<file path="config.mk">
export PLATFORM = sky130hd
export DESIGN_NAME = icetap_capture_ctrl
export DESIGN_NICKNAME = d
export VERILOG_FILES = /design/src/rtl/icetap_capture_ctrl.sv
export SDC_FILE = /design/constraint.sdc
export NUM_CORES = 1
export LEC_CHECK = 0
export CELL_PAD_IN_SITES_DETAIL_PLACEMENT = 1
export CELL_PAD_IN_SITES_GLOBAL_PLACEMENT = 1
export CORE_ASPECT_RATIO = 0.75
export CORE_UTILIZATION = 33
export CTS_CLUSTER_SIZE = 24
export DETAILED_ROUTE_END_ITERATION = 7
export PLACE_DENSITY_LB_ADDON = 0.1
export SYNTH_ARGS = -nofsm -noshare
export SYNTH_HDL_FRONTEND = slang
export SYNTH_SLANG_ARGS = --single-unit
</file>
<file path="constraint.sdc">
create_clock -name clk -period 1.9 [get_ports clk]
set_clock_uncertainty 0.05 [all_clocks]
set_input_delay 0.19 -clock clk [delete_from_list [all_inputs] [get_ports clk]]
set_output_delay 0.19 -clock clk [all_outputs]
set_load 0.02 [all_outputs]
</file>
<file path="src/rtl/icetap_capture_ctrl.sv">
`default_nettype none
// ============================================================================
// Module      : icetap_capture_ctrl
// Description : Capture sequencer for the icetap logic analyzer. Streams
//               samples into a circular capture RAM once armed, detects a
//               masked-value trigger, stores a programmable number of
//               post-trigger samples, then stops and reports the trigger
//               address for readout.
// Revision    : 1.0 - initial release
// ============================================================================
module icetap_capture_ctrl #(
    parameter int NR_SIGNALS = 8,
    parameter int ADDR_BITS  = 9
) (
    input  logic                  clk,
    input  logic                  reset,
    input  logic                  cmd_arm,
    input  logic                  cmd_abort,
    input  logic [NR_SIGNALS-1:0] cfg_trig_mask,
    input  logic [NR_SIGNALS-1:0] cfg_trig_value,
    input  logic [ADDR_BITS-1:0]  cfg_post_count,
    input  logic [NR_SIGNALS-1:0] sample_in,
    input  logic                  sample_valid,
    output logic                  mem_wr,
    output logic [ADDR_BITS-1:0]  mem_addr,
    output logic [NR_SIGNALS-1:0] mem_wdata,
    output logic [1:0]            state,
    output logic                  triggered,
    output logic                  wrapped,
    output logic [ADDR_BITS-1:0]  trig_addr
);

    typedef enum logic [1:0] {
        ST_IDLE  = 2'd0,
        ST_ARMED = 2'd1,
        ST_POST  = 2'd2,
        ST_DONE  = 2'd3
    } state_t;

    localparam logic [ADDR_BITS-1:0] c_ptr_max = '1;

    state_t                  r_state,     w_state_nxt;
    logic [ADDR_BITS-1:0]    r_wr_ptr,    w_wr_ptr_nxt;
    logic [ADDR_BITS-1:0]    r_post_cnt,  w_post_cnt_nxt;
    logic [NR_SIGNALS-1:0]   r_mask,      w_mask_nxt;
    logic [NR_SIGNALS-1:0]   r_value,     w_value_nxt;
    logic [ADDR_BITS-1:0]    r_post_cfg,  w_post_cfg_nxt;
    logic                    r_mem_wr,    w_mem_wr_nxt;
    logic [ADDR_BITS-1:0]    r_mem_addr,  w_mem_addr_nxt;
    logic [NR_SIGNALS-1:0]   r_mem_wdata, w_mem_wdata_nxt;
    logic                    r_triggered, w_triggered_nxt;
    logic                    r_wrapped,   w_wrapped_nxt;
    logic [ADDR_BITS-1:0]    r_trig_addr, w_trig_addr_nxt;

    logic                    w_capturing;
    logic                    w_write;
    logic                    w_hit;

    // Sample is stored only while capturing, and an abort drops that cycle's sample
    assign w_capturing = (r_state == ST_ARMED) || (r_state == ST_POST);
    assign w_write     = w_capturing && sample_valid && !cmd_abort;
    assign w_hit       = ((sample_in ^ r_value) & r_mask) == '0;

    // State register and all registered outputs
    always_ff @(posedge clk) begin
        if (reset) begin
            r_state     <= ST_IDLE;
            r_wr_ptr    <= '0;
            r_post_cnt  <= '0;
            r_mask      <= '0;
            r_value     <= '0;
            r_post_cfg  <= '0;
            r_mem_wr    <= 1'b0;
            r_mem_addr  <= '0;
            r_mem_wdata <= '0;
            r_triggered <= 1'b0;
            r_wrapped   <= 1'b0;
            r_trig_addr <= '0;
        end else begin
            r_state     <= w_state_nxt;
            r_wr_ptr    <= w_wr_ptr_nxt;
            r_post_cnt  <= w_post_cnt_nxt;
            r_mask      <= w_mask_nxt;
            r_value     <= w_value_nxt;
            r_post_cfg  <= w_post_cfg_nxt;
            r_mem_wr    <= w_mem_wr_nxt;
            r_mem_addr  <= w_mem_addr_nxt;
            r_mem_wdata <= w_mem_wdata_nxt;
            r_triggered <= w_triggered_nxt;
            r_wrapped   <= w_wrapped_nxt;
            r_trig_addr <= w_trig_addr_nxt;
        end
    end

    // Next-state and next-output decode for the capture sequencer
    always_comb begin
        w_state_nxt     = r_state;
        w_wr_ptr_nxt    = r_wr_ptr;
        w_post_cnt_nxt  = r_post_cnt;
        w_mask_nxt      = r_mask;
        w_value_nxt     = r_value;
        w_post_cfg_nxt  = r_post_cfg;
        w_mem_wr_nxt    = 1'b0;
        w_mem_addr_nxt  = r_mem_addr;
        w_mem_wdata_nxt = r_mem_wdata;
        w_triggered_nxt = r_triggered;
        w_wrapped_nxt   = r_wrapped;
        w_trig_addr_nxt = r_trig_addr;

        // Common write path shared by ARMED and POST
        if (w_write) begin
            w_mem_wr_nxt    = 1'b1;
            w_mem_addr_nxt  = r_wr_ptr;
            w_mem_wdata_nxt = sample_in;
            w_wr_ptr_nxt    = r_wr_ptr + 1'b1;
            if (r_wr_ptr == c_ptr_max) begin
                w_wrapped_nxt = 1'b1;
            end
        end

        case (r_state)
            ST_IDLE, ST_DONE: begin
                if (cmd_abort) begin
                    w_state_nxt = ST_IDLE;
                end else if (cmd_arm) begin
                    // Configuration is frozen here for the whole capture
                    w_state_nxt     = ST_ARMED;
                    w_wr_ptr_nxt    = '0;
                    w_triggered_nxt = 1'b0;
                    w_wrapped_nxt   = 1'b0;
                    w_mask_nxt      = cfg_trig_mask;
                    w_value_nxt     = cfg_trig_value;
                    w_post_cfg_nxt  = cfg_post_count;
                end
            end
            ST_ARMED: begin
                if (cmd_abort) begin
                    w_state_nxt = ST_IDLE;
                end else if (sample_valid && w_hit) begin
                    w_trig_addr_nxt = r_wr_ptr;
                    w_triggered_nxt = 1'b1;
                    w_post_cnt_nxt  = r_post_cfg;
                    w_state_nxt     = (r_post_cfg == '0) ? ST_DONE : ST_POST;
                end
            end
            ST_POST: begin
                if (cmd_abort) begin
                    w_state_nxt = ST_IDLE;
                end else if (sample_valid) begin
                    w_post_cnt_nxt = r_post_cnt - 1'b1;
                    if (r_post_cnt == {{(ADDR_BITS-1){1'b0}}, 1'b1}) begin
                        w_state_nxt = ST_DONE;
                    end
                end
            end
            default: begin
                w_state_nxt = ST_IDLE;
            end
        endcase
    end

    assign mem_wr    = r_mem_wr;
    assign mem_addr  = r_mem_addr;
    assign mem_wdata = r_mem_wdata;
    assign state     = r_state;
    assign triggered = r_triggered;
    assign wrapped   = r_wrapped;
    assign trig_addr = r_trig_addr;

endmodule
`default_nettype wire

</file>
# Yosys cells after proc, flatten, opt, wreduce, memory -nomap -nowiden
# Cells that the tools add are included.
# totals
register_bits,74
in_bits,38
output_inout_bits,31
wordCells,77
# op_classes
add_sub_neg,2
eq_ne,15
mux,29
bitwise_logic,3
reduce_logical,16
# op_table
op,n
9-bit 2-to-1 mux,8
9-bit one-hot mux with 2 select lines,1
2-bit 2-to-1 mux,7
1-bit 2-to-1 mux,11
"2-bit inequality test, second input constant",5
5-bit AND reduction,2
"9-bit by 1-bit adder with 9-bit output, second input constant",1
"9-bit by 1-bit == test with 1-bit output, second input constant",1
"9-bit == test, second input constant",1
9-bit zero test,1
"9-bit by 1-bit subtractor with 9-bit output, second input constant",1
8-bit bitwise AND,1
8-bit zero test,1
8-bit XOR,1
"3-bit by 2-bit inequality test with 1-bit output, second input constant",2
"3-bit inequality test, second input constant",2
2-bit one-hot mux with 3 select lines,1
3-bit AND reduction,2
"2-bit == test, second input constant",2
4-bit AND reduction,1
2-bit nonzero test,2
1-bit logical AND,3
"2-bit by 1-bit == test with 1-bit output, second input constant",1
2-bit zero test,1
6 further kinds,6

# Logic depth before layout (Yosys ltp)
# Gate-level depths: netlist of run 1.
# logic_depth
depth_word,8
ltp_mapped,9
depth_no_buf,7

# Worst setup path after synthesis of run 1
# OpenSTA, ideal clock, no wires.
# synth_path
kind,register to register
startpoint,register r_state[1] (netlist: state[1])
endpoint,register r_post_cnt[0]
setup_time_ps,87
arrival_ps,1994
t_required_ps,1763
setup_slack_ps,-231
stages_incl_launch_ff,8
path_buffers,1
period_less_slack_ps,2131
path_cell_list,dfxtp_1 > inv_1 > ha_1 > clkbuf_1 > a221o_1 > o31a_1 > or4_1 > o31ai_1
# synth_between
elab_chain_len,3
# synth_rtl
element,line_no,text
from (decl),42,"state_t r_state, w_state_nxt;"
from (signal assigned),80,r_state <= w_state_nxt;
2-bit by 1-bit == test with 1-bit output or 2-bit == test (tied branches),121,case (r_state)
2-bit by 1-bit inequality test with 1-bit output (no source line) (tied with other cells),--,
5-bit AND reduction (no source line),--,
to (signal assigned),82,r_post_cnt <= w_post_cnt_nxt;
to (decl),44,"logic [ADDR_BITS-1:0] r_post_cnt, w_post_cnt_nxt;"
# Parallel ways exist; a longest one is shown, timed or not.
# A chain may end at the register's enable or synchronous reset.

# Final worst setup path of run 1
# layout_path
startpoint,register r_state[0] (netlist: state[0])
endpoint,register r_post_cnt[5]
# Same word-level chain as after synthesis.

==> impl_metrics.csv, run 1 <==
group,metric,value,unit
floorplanning,core-area,9620,sq um
layout,multiInputGateArea,1710,sq um
clock_network,clockRootBuffer,"clkbuf_16",
timing,slew-limit-headroom,0.656,
synthesis,ys_warn_count,0,
hold_path,min_path_type,"primary input to flip-flop",
timing,finalHoldViolCount,0,
run_status,outcome,"complete, but fails checks",
worst_setup_path,r2r_cells,9,
synthesis,yosysMostFrequentCell,"nand2_1",
clock_network,numClockSinks,74,
synthesis,avgSynthCellArea,8.03,sq um
synthesis,syn-cell-area,3260,sq um
worst_setup_path,endpoint_kind,"flip-flop",
placement,io_buffers,68,
clock_network,path_clk_slew,0.06,ns
floorplanning,dieArea,10300,sq um
pwr,peakVddDrop,437,uV
floorplanning,num_rows,31,
worst_setup_path,cpPeakStageDelay,0.37,ns
routing,dr.pass1.iters,5,
synthesis,synthArstFlopShare,0,
timing,worst_slew_pin_slew,0.516,ns
floorplanning,dieHeight,88.1,um
synthesis,synth.distinct_cells,47,
synthesis,postSynthCellCount,406,
layout,drive_above_1_share,0.151,
floorplanning,die_x,117,um
pwr,leakage,1.69,nW
layout,seq_area,1490,sq um
worst_setup_path,critical_path_required,2.05,ns
clock_network,ctsHoldBuffers,0,
timing,setup_viol_count_final,6,
timing,rsz0062_at_grt,"yes",
clock_network,cts_tree,"built",
global_route,antenna_found_initial,0,
clock_network,htreeDepth,3,
global_route,grt_util_all_layers,0.210,
run_status,violations,"negative setup slack",
worst_setup_path,r2r_setup_slack,-0.04,ns
routing,wirelength,9860,um
layout,fin_nets,535,
routing,post-route-drc-count,0,
worst_setup_path,cp_cell_sequence,"inv_2 -> ha_4 -> buf_6 -> clkinv_1 -> o21ai_1 -> o31a_1 -> buf_2 -> a21o_1 -> a21oi_1",
layout,num_antenna_cells,0,
timing,fin_crit_sh,1.02,
clock_network,clock_path_buffers,2,
routing,vias_per_cell,4.93,
worst_setup_path,cp-startpoint,"state[0]",
synthesis,synthTopCellsByArea,"dfxtp_1 (45%), nand2_1 (12%), a21oi_1 (9.1%), mux2i_1 (3.7%), xor2_1 (3.2%)",
timing,period_needed,1.94,ns
worst_setup_path,timing.rr.end,"r_post_cnt[5]",
timing,whs,0.120,ns
hold_path,hold_start,"sample_in[5]",
placement,dp_slack,-0.458,ns
worst_setup_path,cp_data_arrival_time,2.09,ns
synthesis,synth_top_area_frac,0.454,
routing,drtAntennaViolNets,0,
routing,vias,3098,
layout,final.fill_count,1173,
global_route,grt_first_pass_wirelength,16200,um
pwr,power_density,839,nW/um^2
clock_network,cts_buffers,9,
hold_path,min_path_cells,3,
global_route,grt_max_degree,28,
placement,gp_congestion,0.787,
floorplanning,io_pins,69,
synthesis,synth_fp_nets,450,
timing,max_clock_freq,0.515,GHz
worst_setup_path,cpMaxStageDelayCell,"dfxtp_4",
job,maxCapViolCount,0,
routing,wire_per_inst,15.7,um
worst_setup_path,critPathBufInv,4,
placement,dp_hpwl,6960,um
layout,syn2layout_area_growth,44.5,%
synthesis,ys_seq_elements,74,
global_route,overflow,0,
worst_setup_path,crit_path_max_fanout,20,
worst_setup_path,cpLargestDelayFamily,"compound AO/OA/AOI/OAI gates",
synthesis,synth.top_cells.by_count,"nand2_1 (107), dfxtp_1 (74), a21oi_1 (59)",
timing,finalWorstSetupSlack,-0.0403,ns
worst_setup_path,criticalPathCategory,"flip-flop to flip-flop",
synthesis,ys_seq_area_frac,0.454,
floorplanning,start_util,0.339,
worst_setup_path,regToRegStartpoint,"state[0]",
global_route,grt_pass1_vias,3209,
synthesis,synth_edf_count,0,
routing,dr.first_iter.drc_count,105,
hold_path,min_to,"mem_wdata[5]",
clock_network,clk_latency,0.34,ns
synthesis,yosys_most_used_dff,"dfxtp_1",
synthesis,yosysTopAreaCell,"dfxtp_1",
worst_setup_path,setup.worst_path.start_class,"flip-flop",
timing,slew_viol_final,0,
==> report_power, final <==
group	internal, mW	switching [mW]
Combinational	0.223	0.227
Sequential	1.59	0.0322
Clock	1.22	0.660
==> state kept, by name, indices dropped and copies added (netlist names) <==
signal      count
mem_addr        9
r_post_cfg      9
r_post_cnt      9
r_wr_ptr        9
trig_addr       9
mem_wdata       8
r_mask          8
r_value         8
state           2
mem_wr          1
triggered       1
wrapped         1
==> metal layers <==
layer	routed length, um	vias up	track usage
li1	-	1554	-
met2	4420	53	0.327
met3	428	9	0.0630
met5	0	-	0
met4	141	0	0.0736
met1	4870	1482	0.276
==> cell families (layout without fill, tap and decap cells) <==
logic type | after synthesis | count (layout) | synth area share
AO/OA/AOI/OAI | 93 | 93 | 0.172
XOR/XNOR | 13 | 13 | 0.0349
adder cells (fa/ha/maj) | 6 | 6 | 0.0230
buffers and inverters | 36 | 126 | 0.0441
flip-flops | 74 | 74 | 0.454
multiplexers | 12 | 12 | 0.0368
AND/OR/NAND/NOR | 172 | 172 | 0.235
==> area by class of cell <==
cell class	instances	area share
sequential	74	0.317
clock buffer	12	0.0544
clock inverter	4	0.0157
inverter	10	0.00797
timing repair buffer	100	0.207
tap	132	0.0351
multi-input combinational	296	0.364
==> repair_timing <==
| item | in CTS | in global routing |
|---|---|---|
| buffers inserted | 2 | 0 |
| endpoints found under the hold margin | 0 | 0 |
| gates cloned | 1 | 0 |
| gates resized for setup | 13 | 9 |
| setup endpoints to repair | 14 | 30 |
| pin swaps | 7 | 4 |
==> worst max-delay path by stage <==
stage | end | cells after the start | slack [ns]
final | r_post_cnt[5] | 9 | -0.04
after detailed placement | r_post_cnt[1] | 8 | -0.46
after floorplan | r_post_cnt[0] | 7 | -0.05
after global routing | r_post_cnt[6] | 9 | -0.13
after CTS | r_post_cnt[1] | 7 | -0.02
after global placement | r_post_cnt[1] | 8 | -0.38
==> tightest hold or removal path, cell delays in order <==
cell            delay, ns
dlymetal6s2s_1       0.14
nand2_1              0.08
a21oi_1              0.06
==> through the flow <==
step	total power, mW	TNS, ns	instance area, sq um	std cells	utilization
after floorplan	1.86	-0.0795	3280	406	-
after global placement	2.07	-6.56	4270	609	0.444
after detailed placement	2.08	-7.41	4270	609	0.444
after CTS	3.98	-0.0536	4680	628	0.487
after global routing	4.10	-0.974	4710	628	0.490
final	3.95	-0.210	4710	628	0.490
==> cells in the final DEF, fill, tap and decap left out, types with 9 or more instances in the layout <==
| cell type | synthesis | layout |
|---|---|---|
| a21oi_1 | 59 | 58 |
| buf_4 | 1 | 25 |
| clkbuf_16 | 0 | 9 |
| clkdlybuf4s50_1 | 0 | 66 |
| dfxtp_1 | 74 | 70 |
| mux2i_1 | 12 | 12 |
| nand2_1 | 107 | 106 |
| nor2_1 | 27 | 27 |
| o21ai_0 | 10 | 9 |
| xor2_1 | 12 | 12 |
Power figures use the tool's default switching activity.
==> run 2: changes to the inputs <==
- ABC_AREA: default -> 1
- GPL_TIMING_DRIVEN: default -> 0
==> impl_metrics.csv, run 2 <==
group,metric,value,unit
hold_path,min_path_cells,2,
pwr,leakage,1.82,nW
pwr,power_density,1060,nW/um^2
floorplanning,dieArea,10600,sq um
global_route,antenna_found_initial,0,
clock_network,ctsHoldBuffers,0,
floorplanning,num_rows,31,
floorplanning,dieHeight,89.5,um
placement,place_inst,660,
routing,vias_per_cell,4.80,
floorplanning,start_util,0.345,
global_route,grt_first_pass_wirelength,16400,um
worst_setup_path,r2r_cells,10,
synthesis,synth_edf_count,0,
worst_setup_path,crit_path_max_fanout,6,
placement,io_buffers,68,
synthesis,yosysMostFrequentCell,"dfxtp_1",
placement,dp_slack,-0.128,ns
global_route,grt.met3_usage,0.0523,
layout,fin_area,4580,sq um
layout,final.fill_count,1239,
global_route,grtUsageMet1,0.285,
routing,wire_per_inst,15.2,um
synthesis,ys_seq_area_frac,0.440,
floorplanning,io_pins,69,
synthesis,synthArstFlopShare,0,
layout,syn2layout_area_growth,36.1,%
clock_network,htreeDepth,3,
synthesis,synth_fa_ha_area_frac,0.0223,
routing,wirelength,10300,um
synthesis,ys_seq_elements,74,
synthesis,yosysTopAreaCell,"dfxtp_1",
timing,finalWorstSetupSlack,0.133,ns
hold_path,min_path_type,"flip-flop to flip-flop",
placement,dp_hpwl,7630,um
timing,rsz0062_at_grt,"no",
routing,dr.first_iter.drc_count,136,
placement,gp_congestion,0.814,
clock_network,clk_latency,0.34,ns
layout,fin_util,0.469,
synthesis,synth_compound_area_frac,0.187,
timing,setup_viol_count_final,0,
synthesis,synth.area.mux_share,0,
synthesis,synth_xor_area_frac,0.0104,
worst_setup_path,endpoint_kind,"flip-flop",
timing,whs,0.400,ns
worst_setup_path,criticalPathCategory,"flip-flop to flip-flop",
worst_setup_path,setup.worst_path.start_class,"flip-flop",
timing,slew-limit-headroom,0.616,
synthesis,synth_fp_nets,504,
timing,period_needed,1.77,ns
worst_setup_path,critical_path_required,2.08,ns
synthesis,synth.top_cells.by_count,"dfxtp_1 (74), nor2_1 (68), o21ai_0 (64)",
routing,vias,3249,
synthesis,synth_top_area_frac,0.440,
timing,worst_slew_pin_slew,0.577,ns
layout,fin_nets,584,
synthesis,ys_warn_count,0,
layout,num_antenna_cells,0,
clock_network,cts_tree,"built",
clock_network,path_clk_slew,0.06,ns
timing,finalHoldViolCount,0,
clock_network,clock_path_buffers,2,
floorplanning,core-area,9770,sq um
clock_network,cts_buffers,9,
global_route,use_met2,0.313,
run_status,outcome,"finished, final reports clean",
synthesis,synth.distinct_cells,31,
worst_setup_path,cp_data_arrival_time,1.95,ns
placement,place_area,4220,sq um
clock_network,numClockSinks,74,
synthesis,yosys.area_share.simple,0.247,
timing,slew_viol_final,0,
global_route,grt-busiest-layer,"met2",
timing,fin_crit_sh,0.930,
synthesis,postSynthCellCount,460,
synthesis,synth_top_family_by_area,"simple AND/OR/NAND/NOR gates",
routing,post-route-drc-count,0,
pwr,peakVddDrop,423,uV
synthesis,synthTopCellsByArea,"dfxtp_1 (44%), o21ai_0 (9.5%), nor2_1 (7.6%), a21oi_1 (7.3%), nand2_1 (6.8%)",
global_route,grt_max_degree,14,
layout,drive_above_1_share,0.0991,
layout,stdcell_count,677,
global_route,grt_pass1_vias,3200,
routing,dr.pass1.iters,4,
synthesis,yosys_most_used_dff,"dfxtp_1",
layout,final_common_cell,"dfxtp_1",
global_route,grt_util_all_layers,0.204,
job,maxCapViolCount,0,
global_route,overflow,0,
synthesis,syn-cell-area,3370,sq um
routing,drtAntennaViolNets,0,
timing,max_clock_freq,0.566,GHz
synthesis,avgSynthCellArea,7.32,sq um
layout,most-common-layout-cells,"dfxtp_1 (73), nor2_1 (68), clkdlybuf4s50_1 (68)",
clock_network,clockRootBuffer,"clkbuf_16",
floorplanning,die_x,119,um
## run 2: cell count changes in the layout (fill, tap and decap cells not counted), moves of 4 or more
cell / change
o21ai_0: +55
nor2_1: +41
a21o_1: -5
a21oi_1: -9
nand3_1: +17
inv_1: +48
xor2_1: -10
mux2i_1: -12
buf_4: -21
clkbuf_1: +10
nor2_4: +4
nor4_1: -4
nand2_1: -45
## run 2: report_power, final
part	total, mW	internal [mW]	switching, mW
Combinational	1.18	0.467	0.712
Clock	1.88	1.19	0.689
Sequential	1.81	1.70	0.107
## run 2: routing by layer
| layer | vias to the layer above | routed length [um] |
|---|---|---|
| li1 | 1654 | - |
| met1 | 1510 | 5380 |
| met2 | 79 | 4320 |
| met3 | 6 | 464 |
| met4 | 0 | 91 |
| met5 | - | 0 |
## run 2: worst max-delay path, stage by stage, from the launching register on
cell     delay [ns]
dfxtp_2        0.36
inv_1          0.08
ha_4           0.28
nor2_4         0.12
nand2_4        0.10
nor2_4         0.16
nand4_2        0.11
nor2_2         0.15
nand2_1        0.08
o21ai_1        0.13
a21oi_1        0.05
## run 2: final timing paths
path,to,slack (ns),startpoint
min reg2reg,r_mask[4],0.40,r_mask[4]
max reg2reg,r_wr_ptr[7],0.13,state[0]
max,r_wr_ptr[7],0.13,state[0]
min,r_mask[4],0.40,r_mask[4]
## run 2: kinds of logic (layout without fill, tap and decap cells)
kind of cell / count (synthesis) / in the layout
flip-flops: 74 / 74
XOR/XNOR: 4 / 4
AND/OR/NAND/NOR: 178 / 178
adder cells (fa/ha/maj): 6 / 6
AO/OA/AOI/OAI: 120 / 120
buffers and inverters: 78 / 163
## run 2: cell type report
class	count	area [sq um]	area share
Multi-Input combinational cell	308	1600	0.348
Timing Repair Buffer	69	688	0.150
Clock inverter	6	90.1	0.0197
Tap cell	132	165	0.0360
Sequential cell	74	1480	0.323
Inverter	60	225	0.0491
Buffer	18	98.8	0.0216
Clock buffer	10	239	0.0521
## run 2: timing repair
| item | CTS | global route |
|---|---|---|
| gates cloned | 0 | 0 |
| buffers inserted | 0 | 1 |
| pin swaps | 0 | 2 |
| setup endpoints to repair | 15 | 10 |
| resized for setup | 4 | 5 |
## run 2: metrics by stage
stage / setup TNS (ns) / power (mW)
6_report: 0 / 4.86
5_1_grt: 0 / 5.12
4_1_cts: 0 / 4.88
3_5_place_dp: -1.17 / 2.99
3_3_place_gp: -0.514 / 2.95
2_1_floorplan: 0 / 2.58
